--- src/rtl/sync_block_filtered.sv ---
// rtl/sync_block_filtered.sv - multi-bit CDC synchroniser with per-channel glitch filter and edge pulses
module sync_block_filtered #(
    parameter int               WIDTH         = 1,
    parameter int               STAGES        = 2,
    parameter int               FILTER_CYCLES = 0,
    parameter logic [WIDTH-1:0] INITIALISE    = {WIDTH{1'b0}}
) (
    input  logic             clk,
    input  logic             reset,
    input  logic [WIDTH-1:0] data_in,
    output logic [WIDTH-1:0] data_out,
    output logic [WIDTH-1:0] rise_pulse,
    output logic [WIDTH-1:0] fall_pulse,
    output logic [WIDTH-1:0] cnt_active
);

    localparam int             CW      = (FILTER_CYCLES > 0) ? $clog2(FILTER_CYCLES + 1) : 1;
    localparam logic [CW-1:0]  CNT_MAX = CW'(FILTER_CYCLES);

    generate
        for (genvar gi = 0; gi < WIDTH; gi++) begin : g_ch
            (* ASYNC_REG = "TRUE" *) logic [STAGES-1:0] r_sync;
            logic [CW-1:0] r_cnt;
            logic          r_out;
            logic          r_rise;
            logic          r_fall;
            logic          w_sync;

            assign w_sync = r_sync[STAGES-1];

            // Pure flop chain: nothing may sit between the metastability stages.
            always_ff @(posedge clk) begin
                if (reset) begin
                    r_sync <= {STAGES{INITIALISE[gi]}};
                end else begin
                    r_sync <= {r_sync[STAGES-2:0], data_in[gi]};
                end
            end

            // Any return to the held value discards the partial count.
            always_ff @(posedge clk) begin
                if (reset) begin
                    r_out  <= INITIALISE[gi];
                    r_cnt  <= '0;
                    r_rise <= 1'b0;
                    r_fall <= 1'b0;
                end else begin
                    r_rise <= 1'b0;
                    r_fall <= 1'b0;
                    if (w_sync == r_out) begin
                        r_cnt <= '0;
                    end else if (r_cnt == CNT_MAX) begin
                        r_out  <= w_sync;
                        r_cnt  <= '0;
                        r_rise <= w_sync;
                        r_fall <= ~w_sync;
                    end else begin
                        r_cnt <= r_cnt + CW'(1);
                    end
                end
            end

            assign data_out[gi]   = r_out;
            assign rise_pulse[gi] = r_rise;
            assign fall_pulse[gi] = r_fall;
            assign cnt_active[gi] = (r_cnt != '0);
        end
    endgenerate

endmodule

--- config.mk ---
export PLATFORM = sky130hd
export DESIGN_NAME = sync_block_filtered
export DESIGN_NICKNAME = d
export VERILOG_FILES = /design/src/rtl/sync_block_filtered.sv
export SDC_FILE = /design/constraint.sdc
export NUM_CORES = 1
export LEC_CHECK = 0
export BUFFER_PORTS_ARGS = -buffer_cell sky130_fd_sc_hd__buf_4
export CAP_MARGIN = 20
export CELL_PAD_IN_SITES_DETAIL_PLACEMENT = 1
export CELL_PAD_IN_SITES_GLOBAL_PLACEMENT = 2
export CORE_AREA = 10 10 47 49
export CTS_BUF_LIST = sky130_fd_sc_hd__clkbuf_4 sky130_fd_sc_hd__clkbuf_8
export CTS_CLUSTER_DIAMETER = 200
export CTS_CLUSTER_SIZE = 12
export DETAILED_ROUTE_END_ITERATION = 8
export DIE_AREA = 0 0 57 59
export PLACE_DENSITY = 0.49
export SLEW_MARGIN = 10
export SYNTH_ARGS = -nofsm -noshare
export SYNTH_HDL_FRONTEND = slang
export SYNTH_SLANG_ARGS = --single-unit
--- constraint.sdc ---
create_clock -name clk -period 0.85 [get_ports clk]
set_clock_uncertainty 0.15 [all_clocks]
set_input_delay 0.085 -clock clk [delete_from_list [all_inputs] [get_ports clk]]
set_output_delay 0.085 -clock clk [all_outputs]
set_load 0.05 [all_outputs]
==> out/results.ini, run 1 <==
[status]
outcome=finished with violations
violations=negative hold slack, negative setup slack

[detailed_routing]
vias_per_cell=3.40
wl_um=371
route.detailed.drc=0
ant_nets=0
first_pass_iters=2
drtIter0Drc=1
vias=136
wl_per_cell_um=9.28

[synthesis]
synthXorXnorAreaFrac_pct=0
syn_area_per_cell_sq_um=13.3
synth_top_family_by_area=simple AND/OR/NAND/NOR gates
synth_compound_area_share_pct=0
syn_area_sq_um=173
yosys_warnings=0
synth.distinct_cells=6
synth_cells=13
ys_ff_latch=6
synth_fp_nets=16
synthSimpleGateAreaFrac_pct=22.5
ys_seq_area_share_pct=69.6
synth_mux_area_share_pct=5.80
synthAdderAreaFrac_pct=0

[setup_path]
crit_family=flip-flops
crit_path_start_kind=flop
endpoint_kind=primary output
path_max_fanout=4
path_buf_inv=1
slowest_delay_ns=0.36
worst-endpoint-required_ns=0.61
path_cells=buf_8
r2r-start=cnt_active
cp.arrival_ns=0.75
slowest_stage=dfxtp_4
worstSetupStartpoint=data_out
crit_type=flop to primary output

[sta]
tns_ns=-0.648
rsz0062_at_grt=yes
drv_slew=0
period_needed_ns=0.985
final_hold_viol_count=4
whs_ns=-0.128
fmax_mhz=1020
post-route-period-util_pct=116
setup_ws_ns=-0.135
setup_viol=6

[power_and_ir_drop]
powerDensity_nw_per_um2=2070
power.total_mw=0.664
vdd_drop_max_mv=0.743
p_leak_nw=0.136

[clock_tree]
htreeDepth=1
clkTransAtPathRegs_ns=0.05
worstSkewPairLatency_ns=0.24
cts_buffers=3
cts_root_buffer=clkbuf_4
clock-sinks=6
cts_tree=built
cts_buffer_depth=2

[grt]
antenna_found_initial=0
use_met2_pct=2.33
grt_use_met3_pct=3.65
grt_pass1_vias=133
busiest_layer=met3
gr-total-overflow=0
grt_max_degree=6
grt_pass1_wl_um=517
grt_usage_pct=2.33
grtUsageMet1_pct=1.90

[die]
num_rows=14
dieArea_sq_um=3360
die_w_um=57
ioPinCount=7
start_util_pct=12.3
core_sq_um=1400
die_h_um=59

[finish]
drive_gt1_share_pct=75.0
fillers=167
final_cell_mix=clkbuf_4 (4), buf_8 (4), buf_4 (3)
area_delta_synth_final_pct=86.2
instances_no_fill=40
finalNetCount=28
antenna_cells=0

[worst_hold_path]
min_from=reset
hp-class=input pin to flop

[placed_design]
port_buffers=6
routabilityCongestion=0.515
dp.cells=35

[flow_run]
maxCapViolCount=0

-- worst register-to-register path: stages, from the launching register on --
cell     delay, ns
dfxtp_4       0.35
buf_4         0.14
nor4b_1       0.23
-- power by group --
part	switching [mW]	internal (mW)	total (mW)	leakage, nW
Clock	0.103	0.210	0.313	0.0184
Sequential	0.00750	0.288	0.296	0.0514
Combinational	0.0269	0.0286	0.0555	0.0661
Total	0.138	0.527	0.664	0.136
-- stage by stage --
stage               util [%]  area, sq um  hold slack [ns]  setup WS [ns]
detailed placement      17.5          245            0.127       -0.00654
global placement        17.5          245            0.123       -0.00339
floorplan                  -          180         -0.00230        -0.0794
finish                  22.9          322           -0.128         -0.135
CTS                     22.5          315           -0.140         -0.149
global route            22.9          322           -0.115         -0.169
-- state kept, by name, summed over array words and instances, names as in the netlist --
name,flops
cnt_active,1
data_out,1
fall_pulse,1
g_ch.r_sync,2
rise_pulse,1
-- synth_stat cells --
| cell type | count | area share (%) |
|---|---|---|
| nor2_1 | 1 | 2.2 |
| and2b_2 | 2 | 10 |
| nor4b_1 | 2 | 10 |
| dfxtp_1 | 6 | 70 |
| conb_1 | 1 | 2.2 |
| mux2i_1 | 1 | 5.8 |
-- what timing repair did --
action,4_1_cts,5_1_grt
pin swaps,0,1
endpoints found under the setup margin,5,7
gates resized for setup,10,1
buffers inserted,1,0
hold endpoints to repair,4,4
-- final timing paths --
path	end	slack, ns	depth (start not counted)
worst max-delay path	data_out	-0.13	1
worst min-delay path	data_out	-0.13	2
worst max register to register	rise_pulse	-0.13	2
worst min register to register	g_ch[0].r_sync[1]	0.30	1
-- cell type report --
type / instances / area [sq um] / area share, %
Sequential cell: 6 / 130 / 40.5
Multi-Input combinational cell: 7 / 58.8 / 18.3
Clock buffer: 4 / 30.0 / 9.34
Tap cell: 16 / 20.0 / 6.23
Timing Repair Buffer: 7 / 82.6 / 25.7
-- layer usage --
layer | up-vias | share of wire, %
met2 | 7 | 46
met4 | 0 | 0
li1 | 65 | -
met1 | 64 | 40
met3 | 0 | 14
met5 | - | 0
-- cells by family (layout without fill, tap and decap cells) --
family,after synthesis,in the layout
buf+inv,0,11
simple gates,5,5
flops,6,6
mux,1,1
other cells,1,1
Power figures use the tool's default switching activity.
==> inputs of run 2 (changes only) <==
--- a/config.mk
+++ b/config.mk
@@ -5,6 +5,7 @@
 export SDC_FILE = /design/constraint.sdc
 export NUM_CORES = 1
 export LEC_CHECK = 0
+export ABC_AREA = 1
 export BUFFER_PORTS_ARGS = -buffer_cell sky130_fd_sc_hd__buf_4
 export CAP_MARGIN = 20
 export CELL_PAD_IN_SITES_DETAIL_PLACEMENT = 1
@@ -15,8 +16,7 @@
 export CTS_CLUSTER_SIZE = 12
 export DETAILED_ROUTE_END_ITERATION = 8
 export DIE_AREA = 0 0 57 59
-export PLACE_DENSITY = 0.49
-export SLEW_MARGIN = 10
+export PLACE_DENSITY_LB_ADDON = 0.1
 export SYNTH_ARGS = -nofsm -noshare
 export SYNTH_HDL_FRONTEND = slang
 export SYNTH_SLANG_ARGS = --single-unit
==> run 2 against run 1 <==
  * The run still ends with negative hold slack, negative setup slack left
  * Flip-flop and latch count unchanged
  * Die area unchanged
  * Via count up 28%
  * Power is 5.5% lower
  * Worst hold slack gained 0.027 ns
  * First-iteration DRC count is 100% higher
  * Sequential share of layout area shrank 4.4 points
==> out/results.ini, run 2 <==
[setup_path]
path_buf_inv=1
crit_type=flop to primary output
cp.arrival_ns=0.74
slowest_stage=dfxtp_4
path_cells=buf_8
endpoint_kind=primary output
crit_family=flip-flops
slowest_delay_ns=0.35
crit_path_start_kind=flop
path_max_fanout=2
worst-endpoint-required_ns=0.61
r2r_setup_slack_ns=-0.06

[finish]
largest-register=g_ch.r_sync
largest_reg_flops=2
instances_no_fill=51
antenna_cells=0
final-seq-area_sq_um=130
multi_input_area_sq_um=61.3
finalNetCount=40
final_cell_mix=nand2_1 (4), buf_8 (4)
area_delta_synth_final_pct=83.4
drive_gt1_share_pct=60.0
fillers=182

[grt]
busiest_layer=met3
use_met2_pct=4.03
grt_use_met3_pct=5.58
antenna_found_initial=0
grt_pass1_vias=201
gr-total-overflow=0
grt_usage_pct=3.59
grt_pass1_wl_um=814
grt_max_degree=5
grtUsageMet1_pct=2.61

[detailed_routing]
vias_per_cell=3.41
vias=174
ant_nets=0
wl_um=438
route.detailed.drc=0
first_pass_iters=2
wl_per_cell_um=8.59
drtIter0Drc=2

[die]
start_util_pct=14.0
die_h_um=59
num_rows=14
die_w_um=57
dieArea_sq_um=3360
core_sq_um=1400
ioPinCount=7

[placed_design]
dp.cells=45
dpl.hpwl_um=322
port_buffers=6
routabilityCongestion=0.637

[sta]
post-route-period-util_pct=114
setup_viol=7
period_needed_ns=0.970
final_hold_viol_count=4
tns_ns=-0.563
setup_ws_ns=-0.120
whs_ns=-0.101
rsz0062_at_grt=yes
drv_slew=0
fmax_mhz=1030

[synthesis]
syn_area_sq_um=196
synth_mux_area_share_pct=0
synth_top_area_share_pct=61.1
syn_area_per_cell_sq_um=8.54
ys_seq_area_share_pct=61.1
synthXorXnorAreaFrac_pct=0
synth.distinct_cells=8
synth_edf_count=0
synthTopCellsByCount=dfxtp_1 (6), inv_1 (6), nand2_1 (4)
yosysTopAreaCell=dfxtp_1
synth_fp_nets=26
synth_flop_cell=dfxtp_1
yosys_warnings=0
synthAdderAreaFrac_pct=0
synthSimpleGateAreaFrac_pct=25.5
synth_cells=23
yosys-top-cells-area=dfxtp_1 (61%), inv_1 (11%), nand2_1 (7.6%)
ys_ff_latch=6
synth_top_family_by_area=simple AND/OR/NAND/NOR gates
synth_compound_area_share_pct=0
synth-async-reset-ratio_pct=0

[clock_tree]
cts_root_buffer=clkbuf_4
cts_tree=built
htreeDepth=1
holdBufCountCts=1
clock-sinks=6
clkTransAtPathRegs_ns=0.05
cts_buffer_depth=2
worstSkewPairLatency_ns=0.24
cts_buffers=3

[power_and_ir_drop]
vdd_drop_max_mv=0.554
p_leak_nw=0.177
powerDensity_nw_per_um2=1740

[status]
violations=negative hold slack, negative setup slack
outcome=finished with violations

[worst_hold_path]
hp-class=input pin to flop

[flow_run]
maxCapViolCount=0

run 2: cell types whose count changed in the layout (fill, tap and decap cells not counted), moves of 2 or more:
cell | previous run | this run
and2b_2 | 2 | 0
inv_1 | 0 | 3
nand2_1 | 0 | 4
inv_2 | 0 | 3
run 2: cell type report:
| cell class | instances | share of cell area [%] |
|---|---|---|
| Multi-Input combinational cell | 11 | 17.0 |
| Timing Repair Buffer | 9 | 28.8 |
| Sequential cell | 6 | 36.1 |
| Tap cell | 16 | 5.56 |
| Inverter | 6 | 6.25 |
| Clock buffer | 3 | 6.25 |
run 2: cells by family (layout without fill, tap and decap cells):
| kind of cell | Yosys count | count (layout) |
|---|---|---|
| and+or+nand+nor | 10 | 10 |
| DFF | 6 | 6 |
| buffers and inverters | 6 | 18 |
| other | 1 | 1 |
run 2: final timing paths:
path / start / to / depth (start not counted)
setup reg to reg: cnt_active / data_out / 5
hold reg to reg: g_ch[0].r_sync[0] / g_ch[0].r_sync[1] / 2
hold / removal: reset / g_ch[0].r_sync[1] / 2
setup / recovery: data_out / data_out / 1
run 2: per-stage QoR:
step                      instance area (sq um)  setup slack [ns]  total power [mW]  util (%)  hold WS, ns
after detailed placement                    269            0.0516             0.347      19.2        0.139
after floorplan                             204           -0.0211             0.327         -      0.00618
after global routing                        360            -0.156             0.679      25.7       -0.108
after CTS                                   354            -0.132             0.649      25.3       -0.114
final                                       360            -0.120             0.628      25.7       -0.101
after global placement                      269            0.0461             0.347      19.2        0.135
run 2: per-layer routing:
layer | vias to the layer above | wire (um) | share of wire, %
met3 | 2 | 102 | 23
li1 | 89 | - | -
met1 | 73 | 150 | 34
met4 | 0 | 12 | 2.7
met2 | 10 | 172 | 39
met5 | - | 0 | 0
run 2: what timing repair did:
item	4_1_cts	5_1_grt
resized for setup	11	4
setup endpoints to repair	4	8
hold endpoints to repair	5	3
buffers inserted	2	0
run 2: power by group:
group          internal, mW  total, mW  leakage, nW  switching, mW
registers             0.288      0.295       0.0514        0.00634
clock network         0.160      0.263       0.0138          0.104
logic                0.0338     0.0698        0.112         0.0360
total                 0.482      0.628        0.177          0.146
==> inputs of run 3 (changes only) <==
--- a/config.mk
+++ b/config.mk
@@ -5,7 +5,6 @@
 export SDC_FILE = /design/constraint.sdc
 export NUM_CORES = 1
 export LEC_CHECK = 0
-export ABC_AREA = 1
 export BUFFER_PORTS_ARGS = -buffer_cell sky130_fd_sc_hd__buf_4
 export CAP_MARGIN = 20
 export CELL_PAD_IN_SITES_DETAIL_PLACEMENT = 1
==> run 3 against run 2 <==
  * The run still ends with negative hold slack, negative setup slack left
  * Flip-flop and latch count unchanged
  * Die area is the same
  * Largest cell class unchanged
  * Sequential share of layout area increased by 4.5 points
  * Clock power shrank 6%
  * Combinational power fell by 19%
  * Largest power group unchanged
  * Via count down 29%
==> out/results.ini, run 3 (synthesis gave the netlist of run 1 again) <==
[setup_path]
worst-endpoint-required_ns=0.61
slowest_stage=dfxtp_4
crit_family=flip-flops
endpoint_kind=primary output
r2r_cells=2
crit_path_start_kind=flop
crit_type=flop to primary output
slowest_delay_ns=0.36
path_buf_inv=1
r2r_setup_slack_ns=-0.06
r2r-start=cnt_active
cp.arrival_ns=0.74
path_cells=buf_8
path_max_fanout=4
reg2reg_to=rise_pulse

[detailed_routing]
route.detailed.drc=0
first_pass_iters=2
ant_nets=0
vias_per_cell=3.15
vias=123
wl_per_cell_um=9.13
wl_um=356
drtIter0Drc=4

[clock_tree]
worstSkewPairLatency_ns=0.24
cts_tree=built
htreeDepth=1
cts_root_buffer=clkbuf_4
clkTransAtPathRegs_ns=0.04
cts_buffer_depth=2
cts_buffers=3
clock-sinks=6

[worst_hold_path]
min_from=reset
hp-class=input pin to flop
worstHoldEndpoint=data_out
whs_path_depth=2

[die]
die_w_um=57
die_h_um=59
core_sq_um=1400
num_rows=14
start_util_pct=12.3
ioPinCount=7
dieArea_sq_um=3360

[power_and_ir_drop]
vdd_drop_max_mv=0.823
swShare_pct=20.7
p_seq_share_pct=49.4
powerDensity_nw_per_um2=1880
p_leak_nw=0.133
p_switching_mw=0.124
p_int_mw=0.477
power.total_mw=0.601
p_clk_share_pct=41.2
comb_power_share_pct=9.4

[finish]
multi_input_area_sq_um=65.1
area_delta_synth_final_pct=85.5
fillers=169
largest_reg_flops=2
drive_gt1_share_pct=78.3
final_cell_mix=buf_8 (4), clkbuf_4 (3), buf_4 (3)
final-seq-area_sq_um=130
instances_no_fill=39
antenna_cells=0
finalNetCount=28
largest-register=g_ch.r_sync
final_common_cell=buf_8

[placed_design]
routabilityCongestion=0.687
port_buffers=6
dp.cells=35
dpl.hpwl_um=275

[status]
violations=negative hold slack, negative setup slack
outcome=finished with violations

[sta]
final_hold_viol_count=4
setup_ws_ns=-0.129
fmax_mhz=1020
setup_viol=6
post-route-period-util_pct=115
drv_slew=0
tns_ns=-0.539
period_needed_ns=0.979
rsz0062_at_grt=yes
whs_ns=-0.102

[grt]
grt_usage_pct=2.98
grt_pass1_wl_um=683
gr-total-overflow=0
grt_pass1_vias=147
grt_max_degree=6
antenna_found_initial=0

[flow_run]
maxCapViolCount=0

-- run 3: cell count changes in the layout (fill, tap and decap cells not counted), sizes merged, moves of 2 or more --
cell   change
and2b      +2
inv        -6
nand2      -4
nor2       -3
nor4b      +2
-- run 3: repair_timing --
action	in CTS	in global routing
hold endpoints to repair	4	4
endpoints found under the setup margin	5	7
gates resized for setup	11	1
buffers inserted	1	0
-- run 3: worst max path at each step --
stage                          start    endpoint  slack (ns)  cells after the start
after floorplan           cnt_active    data_out       -0.08                      2
after CTS                   data_out    data_out       -0.14                      1
after global routing      cnt_active  cnt_active       -0.17                      1
after global placement      data_out  rise_pulse       -0.02                      1
final                       data_out    data_out       -0.13                      1
after detailed placement    data_out  rise_pulse       0.002                      1
-- run 3: power groups by stage --
stage          registers, mW  logic [mW]  clock network, mW
2_1_floorplan          0.316     0.00838                  0
3_3_place_gp           0.299      0.0435                  0
3_5_place_dp           0.299      0.0441                  0
4_1_cts                0.296      0.0559              0.268
5_1_grt                0.298      0.0599              0.304
6_report               0.297      0.0566              0.248
-- run 3: final cells by class --
class | instances | share of cell area (%)
clock buffer | 3 | 7.03
tap | 16 | 6.25
sequential | 6 | 40.6
multi-input combinational | 7 | 20.3
timing repair buffer | 7 | 25.8
-- run 3: routing by layer --
layer	up-vias	GRT usage (%)	share of wire [%]
met5	-	0	0
met4	0	3.02	0
met3	0	3.86	15
met2	5	3.26	44
met1	54	2.49	40
li1	64	-	-
-- run 3: through the flow --
| step | utilization [%] | worst slack, ns | area (sq um) |
|---|---|---|---|
| floorplan | - | -0.0794 | 180 |
| global placement | 17.5 | -0.0249 | 245 |
| detailed placement | 17.5 | 0.00218 | 245 |
| CTS | 22.4 | -0.136 | 314 |
| global route | 22.9 | -0.173 | 320 |
| finish | 22.9 | -0.129 | 320 |
